<file path="src/rtl/interrupt_controller.sv">
// Game Boy interrupt controller: IF/IE/IME registers, prioritized dispatch
// handshake with the CPU, and the HALT wake line.
module interrupt_controller (
    input  logic        clk,
    input  logic        rst,
    input  logic [15:0] ADDR,
    input  logic        WR,
    input  logic        RD,
    input  logic [7:0]  MMIO_DATA_out,
    output logic [7:0]  MMIO_DATA_in,
    input  logic        IRQ_VBLANK,
    input  logic        IRQ_LCDC,
    input  logic        IRQ_TIMER,
    input  logic        IRQ_SERIAL,
    input  logic        IRQ_JOYPAD,
    input  logic        EI,
    input  logic        DI,
    input  logic        RETI,
    input  logic        INSTR_BOUNDARY,
    input  logic        INT_ACK,
    output logic        INT_REQ,
    output logic [15:0] INT_VECTOR,
    output logic        VECTOR_VALID,
    output logic        WAKE
);

    localparam logic [0:0] IDLE   = 1'b0;
    localparam logic [0:0] VECTOR = 1'b1;

    localparam logic [15:0] ADDR_IF = 16'hFF0F;
    localparam logic [15:0] ADDR_IE = 16'hFFFF;

    logic [4:0]  if_q, if_d;
    logic [7:0]  ie_q, ie_d;
    logic        ime_q, ime_d;
    logic        ei_armed_q, ei_armed_d;
    logic [0:0]  state_q, state_d;
    logic [15:0] vector_q, vector_d;

    logic [4:0] irq;
    logic [4:0] pend;
    logic [2:0] sel_idx;
    logic       ack;
    logic       unused_rd;

    // Reads are side-effect free, so RD carries no information here.
    assign unused_rd = RD;

    assign irq  = {IRQ_JOYPAD, IRQ_SERIAL, IRQ_TIMER, IRQ_LCDC, IRQ_VBLANK};
    assign pend = ie_q[4:0] & if_q;
    assign ack  = INT_ACK && (state_q == IDLE);

    // Scan high to low so the lowest pending bit is the one that sticks.
    always_comb begin
        sel_idx = 3'd0;
        for (int i = 4; i >= 0; i--) begin
            if (pend[i]) begin
                sel_idx = i[2:0];
            end
        end
    end

    always_comb begin
        unique case (ADDR)
            ADDR_IF: MMIO_DATA_in = {3'b111, if_q};
            ADDR_IE: MMIO_DATA_in = ie_q;
            default: MMIO_DATA_in = 8'hFF;
        endcase
    end

    always_comb begin
        if_d = if_q;
        if (WR && (ADDR == ADDR_IF)) begin
            if_d = MMIO_DATA_out[4:0];
        end
        if (ack && (pend != 5'd0)) begin
            if_d[sel_idx] = 1'b0;
        end
        if_d = if_d | irq;
    end

    always_comb begin
        ie_d = ie_q;
        if (WR && (ADDR == ADDR_IE)) begin
            ie_d = MMIO_DATA_out;
        end
    end

    // EI only arms; IME rises at the boundary after the EI instruction's own.
    // Later assignments take priority, so DI is applied last.
    always_comb begin
        ime_d      = ime_q;
        ei_armed_d = ei_armed_q;
        if (ei_armed_q && INSTR_BOUNDARY) begin
            ime_d      = 1'b1;
            ei_armed_d = 1'b0;
        end
        if (EI) begin
            ei_armed_d = 1'b1;
        end
        if (RETI) begin
            ime_d = 1'b1;
        end
        if (ack) begin
            ime_d      = 1'b0;
            ei_armed_d = 1'b0;
        end
        if (DI) begin
            ime_d      = 1'b0;
            ei_armed_d = 1'b0;
        end
    end

    always_comb begin
        state_d  = state_q;
        vector_d = vector_q;
        unique case (state_q)
            IDLE: begin
                if (INT_ACK) begin
                    state_d  = VECTOR;
                    vector_d = (pend != 5'd0) ? (16'h0040 + {10'd0, sel_idx, 3'b000}) : 16'h0000;
                end
            end
            default: state_d = IDLE;
        endcase
    end

    always_ff @(posedge clk) begin
        if (rst) begin
            if_q       <= 5'd0;
            ie_q       <= 8'd0;
            ime_q      <= 1'b0;
            ei_armed_q <= 1'b0;
            state_q    <= IDLE;
            vector_q   <= 16'h0000;
        end else begin
            if_q       <= if_d;
            ie_q       <= ie_d;
            ime_q      <= ime_d;
            ei_armed_q <= ei_armed_d;
            state_q    <= state_d;
            vector_q   <= vector_d;
        end
    end

    assign INT_REQ      = (state_q == IDLE) && ime_q && (pend != 5'd0);
    assign VECTOR_VALID = (state_q == VECTOR);
    assign INT_VECTOR   = vector_q;
    assign WAKE         = (pend != 5'd0);

endmodule
</file>
<file path="config.mk">
export PLATFORM = sky130hd
export DESIGN_NAME = interrupt_controller
export DESIGN_NICKNAME = d
export VERILOG_FILES = /design/src/rtl/interrupt_controller.sv
export SDC_FILE = /design/constraint.sdc
export NUM_CORES = 1
export LEC_CHECK = 0
export CAP_MARGIN = 20
export CORE_AREA = 10 10 71 73
export DETAILED_ROUTE_END_ITERATION = 10
export DIE_AREA = 0 0 81 83
export PLACE_DENSITY = 0.73
export RECOVER_POWER = 25
export SLEW_MARGIN = 40
export SYNTH_ARGS = -nofsm -noshare
export SYNTH_HDL_FRONTEND = slang
export SYNTH_SLANG_ARGS = --single-unit
</file>
<file path="constraint.sdc">
create_clock -name clk -period 1.8 [get_ports clk]
set_input_delay 0.36 -clock clk [delete_from_list [all_inputs] [get_ports clk]]
set_output_delay 0.36 -clock clk [all_outputs]
set_load 0.005 [all_outputs]
</file>
### Word level (Yosys, flattened, before mapping)

Cells that the tools add are included.

* output and inout port bits: 27
* register bits: 32
* logic and storage cells: 46

* multiplexer cells: 16
* add/subtract/negate cells: 1
* magnitude comparators: 2
* reductions and logical operators: 14
* equality and inequality tests: 2
* bitwise gates (word level): 5

Operator list (number)
* 16-bit equality test (second input constant): 2
* 8-bit case mux with 2 select lines: 1
* 3-bit two-way mux: 5
* 5-bit AND: 2
* 5-bit two-way mux: 2
* 7-bit by 6-bit adder with 8-bit output (first input constant): 1
* 1-bit logical AND: 8
* 8-bit two-way mux: 1
* 1-bit two-way mux: 6
* 5-bit NOT: 1
* 5-bit bitwise OR: 1
* 5-bit nonzero test: 1
* 3-bit by 4-bit less-than comparator with 1-bit output (second input constant): 1
* 2-bit nonzero test: 2
* 1-bit demux with 3-bit select: 1
* 3-bit by 1-bit greater-or-equal comparator with 1-bit output (second input constant): 1
* 3-bit OR reduction: 1
* 2-bit AND reduction: 1
* 2-bit OR reduction: 1
* 1-bit NOT: 1

### Longest topological paths before layout

Gate-level depths: netlist of the first run.

* word-level depth: 14
* gate-level depth with buffers: 5
* mapped depth without buffers: 4

### Worst setup path before layout of the first run

No wires, ideal clock.

* path type: input -> output
* start: input port ADDR[5]
* end: output port MMIO_DATA_in[0]
* slack: 38 ps
* cell stages on the path: 4
* arrival: 1402 ps
* path buffers: 0
* cell sequence: or4_4 > nor4_4 > or2_2 > nand2_1

* longest elaborated chain between the ends: 2
* elaborated cells between the ends (all ways): 3
* those cells by class: eq/ne: 2; mux: 1

RTL lines
* start: declaration: line 6 `input logic [15:0] ADDR,`
* 16-bit equality test: line 64 `unique case (ADDR)`
* 8-bit case mux with 2 select lines *: line 64
* end: declaration: line 10 `output logic [7:0] MMIO_DATA_in,`

Mark *: on every way between the ends. The rest lies on a longest branch, timed or not.

### Worst setup path after layout of the first run

* start: input port ADDR[4]
* end: output port MMIO_DATA_in[2]

The elaborated chain is that of the path after synthesis.

==> results of run 1 <==
flip-flops by register name, summed over array words and instances, names as in the netlist:
register	count
VECTOR_VALID	1
if_q	5
INT_VECTOR	4
ime_q	1
ei_armed_q	1
ie_q	8
path summary, 6_finish.rpt:
path	from	end	slack [ns]	depth (start not counted)
max	ADDR[4]	MMIO_DATA_in[2]	-0.22	8
min	INT_VECTOR[5]$_SDFFE_PP0P_	INT_VECTOR[5]$_SDFFE_PP0P_	0.46	2
max reg2reg	VECTOR_VALID$_SDFF_PP0_	if_q[4]$_SDFF_PP0_	0.40	5
min reg2reg	INT_VECTOR[5]$_SDFFE_PP0P_	INT_VECTOR[5]$_SDFFE_PP0P_	0.46	2
cells in the mapped netlist (2+ instances only):
cell / instances
a211oi_1: 2
buf_4: 12
a22oi_1: 7
a21oi_1: 12
nand3_1: 13
nand4b_1: 2
o21ai_1: 6
nand4_1: 7
nor4_1: 2
inv_1: 11
buf_2: 2
o21ai_0: 2
o221ai_1: 4
clkbuf_1: 3
nor4_4: 2
or2_2: 2
nand2b_1: 4
nor2b_1: 5
nand2_1: 11
nand4_2: 2
nor2_1: 4
dfxtp_1: 20
nor3b_1: 2
layout by cell type (no fill, tap or decap), types with 6 or more instances in the layout:
cell             Yosys  routed
a21oi_1             12      12
buf_2                2      17
buf_4               12      29
buf_6                0      10
clkdlybuf4s50_1      0      23
conb_1               1      12
dfxtp_1             20      14
dfxtp_2              0       6
inv_1               11      11
nand2_1             11      11
nand3_1             13      13
nand4_1              7       7
o21ai_1              6       6
power breakdown:
part	leakage (uW)	switching (uW)	total, uW	internal, uW
registers	0.000165	11.8	471	459
clock network	0.0000216	132	281	149
logic	0.000612	77.7	180	102
cell type report:
class,count,area [um2],area share (%)
flip-flops and latches,20,408,20.2
repair buffers,86,696,34.4
well taps,48,60.1,2.97
multi-input cells,112,774,38.3
clock buffers,3,41.3,2.04
inverters,11,41.3,2.04
cell families (layout without fill, tap and decap cells):
group | after synthesis | count (layout) | share of synthesized area [%]
and+or+nand+nor | 64 | 64 | 35.2
AOI/OAI and AO/OA | 36 | 36 | 19.3
buffers and inverters | 29 | 100 | 12.7
DFF | 20 | 20 | 32.5
other | 1 | 12 | 0.304
worst max-delay path: cells and delay by family:
kind | cells | cell delay (ns)
simple gates | 3 | 0.79
compound gates | 1 | 0.04
buf+inv | 4 | 0.47
timing repair:
item	in CTS	in global routing
pin swaps	15	7
gates resized for setup	98	26
endpoints found under the setup margin	23	9
buffers inserted	11	1
through the flow:
stage	worst slack, ns	hold slack, ns	total power (uW)
2_1_floorplan	0.0377	0.439	551
3_3_place_gp	-0.867	0.450	658
3_5_place_dp	-0.896	0.454	660
4_1_cts	-0.320	0.463	934
5_1_grt	-0.283	0.498	975
6_report	-0.219	0.460	932
routing by layer:
metal  vias to the layer above  wire, um
li1                        689         -
met1                       626      1750
met2                        45      2110
met3                         6       255
met4                         0        58
met5                         -         0
==> reports/results.tsv, run 1 <==
metric	value	unit
p_per_area	461	mW/mm2
syn-cell-area	0.00123	mm2
first_pass_iters	4	
hold_viol	0	
rows	22	
core_area	0.00363	mm2
grt_overflow_total	0	
synth_cell_types	36	
ys_seq_elements	20	
seq_area_frac_synth	32.5	%
synth_edf_count	0	
grt.busiest_layer	met2	
start_util	33.9	%
cts_max_level	1	
finClkSkew	0.00359	ns
syn_inst	150	
postCtsHoldBufs	0	
clk_pin_slew	0.06	ns
grt_max_degree	17	
tritoncts	yes	
clk_path_buf_depth	2	
critPathMaxFanout	4	
ys_warn_count	0	
dp_hpwl	3270	um
maxCapViolations	0	
dpl-instance-area	0.00191	mm2
finalWorstSetupSlack	-0.219	ns
place_inst	266	
die_h	83	um
port-buffer-count	51	
fin_util	55.6	%
relSlewSlack	58.0	%
worst_pin_slew	0.630	ns
wl_per_cell	14.9	um
synth_top_cell_by_area	dfxtp_1	
vias_per_cell	4.88	
cp.arrival	1.66	ns
ys_top_cells_by_area	dfxtp_1 (32%), buf_4 (7.3%), nand3_1 (5.3%), a21oi_1 (4.9%), a22oi_1 (4.3%)	
setup_viol	5	
leakagePower	0.000798	uW
design_area	0.00202	mm2
gp_congestion	0.909	
min_period	2.02	ns
root_buffer	clkbuf_8	
path_cells	buf_6, or4_4, nor4_4, buf_4, buf_6, a22oi_2, nand2_1, buf_2	
drt_iter0_drc	132	
ios	65	
final_nets	272	
rsz0062_at_grt	true	
critPathCaptureType	output port	
crit_top_cell	buf_6	
violations	negative setup slack	
vdd_drop_max	322	uV
antennaDiodeCount	0	
ant_nets	0	
status	complete, but fails checks	
grtUsageMet3	2.05	%
synth_ff_type	dfxtp_1	
synthArstFlopShare	0	%
n_fill_cell	343	
avgSynthCellArea	8.22	um2
clk_latency	0.25	ns
crit_type	input pin to output port	
cp_slowest_cell	or4_4	
use_met2	20.4	%
final.period_utilization	112	%
drcViolationCount	0	
drive_gt1_share	36.2	%
drv_slew	0	
antenna_found_initial	0	
clock-sinks	20	
cts_made_buffers	3	
netlist.area_leader.share	32.5	%
die-area	0.00672	mm2
wl	4170	um
syn_to_final_growth	64.0	%
post_layout_nonfiller_instances	280	
grtUsageTotal	12.0	%
hold_class	register to register	
grt_pass1_wl	6550	um
grt_pass1_vias	1345	
grtUsageMet1	14.6	%
worstSetupStartpointType	input pin	
num_vias	1366	
tns	-0.903	ns
fmax	495	MHz
cp.required	1.44	ns
die_w	81	um
slowest_delay	0.55	ns
Note: power is estimated with default switching activity, not from simulation.
==> run 2: changes to the inputs <==
Settings changed: CORE_AREA 10 10 71 73 to 10 10 68 70, DIE_AREA 0 0 81 83 to 0 0 78 80, PLACE_DENSITY 0.73 to 0.77.
Clock period 1.8 ns to 2 ns, I/O delays scaled along.
==> reports/results.tsv, run 2 (synthesized netlist as in run 1, its figures left out) <==
metric	value	unit	change
status	complete, but fails checks		
violations	negative setup slack		
grt_pass1_vias	1435		+6.7%
syn_to_final_growth	62.2	%	
path_cells	buf_6, or4_4, nor4_4, buf_4, a22oi_2, nand2_1, buf_2		
antenna_found_initial	0		unchanged
design_area	0.00200	mm2	-1.1%
rsz0062_at_grt	true		
drive_gt1_share	30.3	%	-5.9 points
final.period_utilization	102	%	
min_period	2.04	ns	
min_path_cells	2		unchanged
comb_power_share	20.0	%	+0.7 points
final_nets	270		-0.74%
hold_viol	0		unchanged
p_clk_share	29.2	%	-0.9 points
regMostFlops	ie_q		
p_sw	212	uW	-4.4%
worstRegToRegCells	4		-1
cp_num_cells	7		-1
crit_type	input pin to output port		
worstSetupStartpointType	input pin		
clk_path_buf_depth	2		unchanged
die_w	78	um	-3.7%
place_inst	263		-1.1%
vias_per_cell	4.98		+2.0%
first_pass_iters	4		unchanged
port-buffer-count	51		unchanged
cts_max_level	1		unchanged
worst_pin_slew	0.686	ns	+0.0560 ns
clk_pin_slew	0.11	ns	+0.05 ns
cp_slowest_cell	or4_4		
largest_register_ffs	8		unchanged
dp_hpwl	3260	um	about the same
grt_pass1_wl	6920	um	+5.7%
maxCapViolations	0		unchanged
fin_util	60.9	%	+5.3 points
setup_viol	5		unchanged
p_per_area	414	mW/mm2	-10%
drt_iter0_drc	54		-59%
antennaDiodeCount	0		unchanged
clk_latency	0.31	ns	+0.06 ns
n_fill_cell	302		-12%
cts_made_buffers	3		unchanged
switching_share	25.6	%	+1.8 points
root_buffer	clkbuf_4		
die-area	0.00624	mm2	-7.2%
critical-path-top-delay-family	simple AND/OR/NAND/NOR gates		
gp_congestion	0.882		-3.0%
ant_nets	0		unchanged
ios	65		unchanged
die_h	80	um	-3.6%
p_int	616	uW	-13%
tritoncts	yes		
fmax	491	MHz	
leakagePower	0.000791	uW	-0.95%
grt_max_degree	18		+1
start_util	37.5	%	+3.6 points
rows	21		-4.5%
critPathCaptureType	output port		
cp.required	1.60	ns	+0.16 ns
rrSetupSlack	0.69	ns	+0.29 ns
finClkSkew	0.00159	ns	-0.00200 ns
dpl-instance-area	0.00190	mm2	-0.52%
grt_overflow_total	0		unchanged
wl_per_cell	15.4	um	+3.3%
core_area	0.00328	mm2	-9.6%
wl	4260	um	+2.2%
vdd_drop_max	287	uV	-11%
hold_class	register to register		
num_vias	1379		+0.95%
cp.arrival	1.64	ns	-0.02 ns
relSlewSlack	54.2	%	-3.7 points
critical_path_buf_inv_count	3		-1
drv_slew	0		unchanged
final_common_cell	buf_4		
drcViolationCount	0		unchanged
finalWorstSetupSlack	-0.0354	ns	+0.183 ns
seq_power_share	50.8	%	+0.2 points
post_layout_nonfiller_instances	277		-1.1%
critPathMaxFanout	3		-1
clock-sinks	20		unchanged
grtUsageTotal	13.3	%	+1.3 points
slowest_delay	0.54	ns	about the same
final_cell_mix	buf_4 (27), clkdlybuf4s50_1 (24), dfxtp_1 (16)		
[run 2: cell count changes in the layout (fill, tap and decap cells not counted), moves of 3 or more]
cell | previous run | this run
buf_2 | 17 | 6
clkbuf_4 | 0 | 3
buf_6 | 10 | 5
dlygate4sd2_1 | 1 | 7
clkbuf_2 | 0 | 7
[run 2: power groups by stage]
stage / clock [uW] / combinational (uW) / sequential [uW]
6_report: 242 / 166 / 420
5_1_grt: 261 / 180 / 422
3_5_place_dp: 0 / 164 / 429
3_3_place_gp: 0 / 162 / 428
2_1_floorplan: 0 / 65.6 / 431
4_1_cts: 244 / 164 / 420
[run 2: path summary, 6_finish.rpt]
path	startpoint	end
setup / recovery	ADDR[4]	MMIO_DATA_in[2]
hold / removal	INT_VECTOR[4]$_SDFFE_PP0P_	INT_VECTOR[4]$_SDFFE_PP0P_
setup reg to reg	VECTOR_VALID$_SDFF_PP0_	if_q[0]$_SDFF_PP0_
hold reg to reg	INT_VECTOR[4]$_SDFFE_PP0P_	INT_VECTOR[4]$_SDFFE_PP0P_
[run 2: timing repair]
item | in CTS | in global routing
hold endpoints to repair | 0 | 0
pin swaps | 15 | 12
hold buffers | 0 | 0
resized for setup | 63 | 20
buffers inserted | 9 | 1
endpoints found under the setup margin | 10 | 10
[run 2: cell type report]
cell class / instances / area [um2] / share of cell area, %
sequential: 20 / 405 / 20.3
clock buffer: 4 / 36.3 / 1.81
multi-input combinational: 112 / 756 / 37.8
tap: 46 / 57.6 / 2.88
timing repair buffer: 84 / 703 / 35.2
inverter: 11 / 41.3 / 2.07
[run 2: worst reg2reg max path, delay by kind of cell, from the launching register on]
| kind | cells | cell delay (ns) |
|---|---|---|
| AOI/OAI and AO/OA | 2 | 0.57 |
| DFF | 1 | 0.38 |
| and+or+nand+nor | 2 | 0.31 |
[run 2: layer usage]
metal  vias up  routed length (um)  GRT usage, %
met4         0                  46          3.94
met1       638                1680          14.7
li1        687                   -             -
met5         -                   0             0
met3         5                 311          3.94
met2        49                2230          24.0
[run 2: metrics by stage]
step	total power, uW	setup TNS, ns	hold WS (ns)	worst slack [ns]
3_3_place_gp	591	-6.29	0.439	-0.744
2_1_floorplan	496	0	0.444	0.158
5_1_grt	863	-0.539	0.486	-0.105
3_5_place_dp	593	-6.79	0.445	-0.752
6_report	828	-0.126	0.458	-0.0354
4_1_cts	829	-0.666	0.461	-0.138
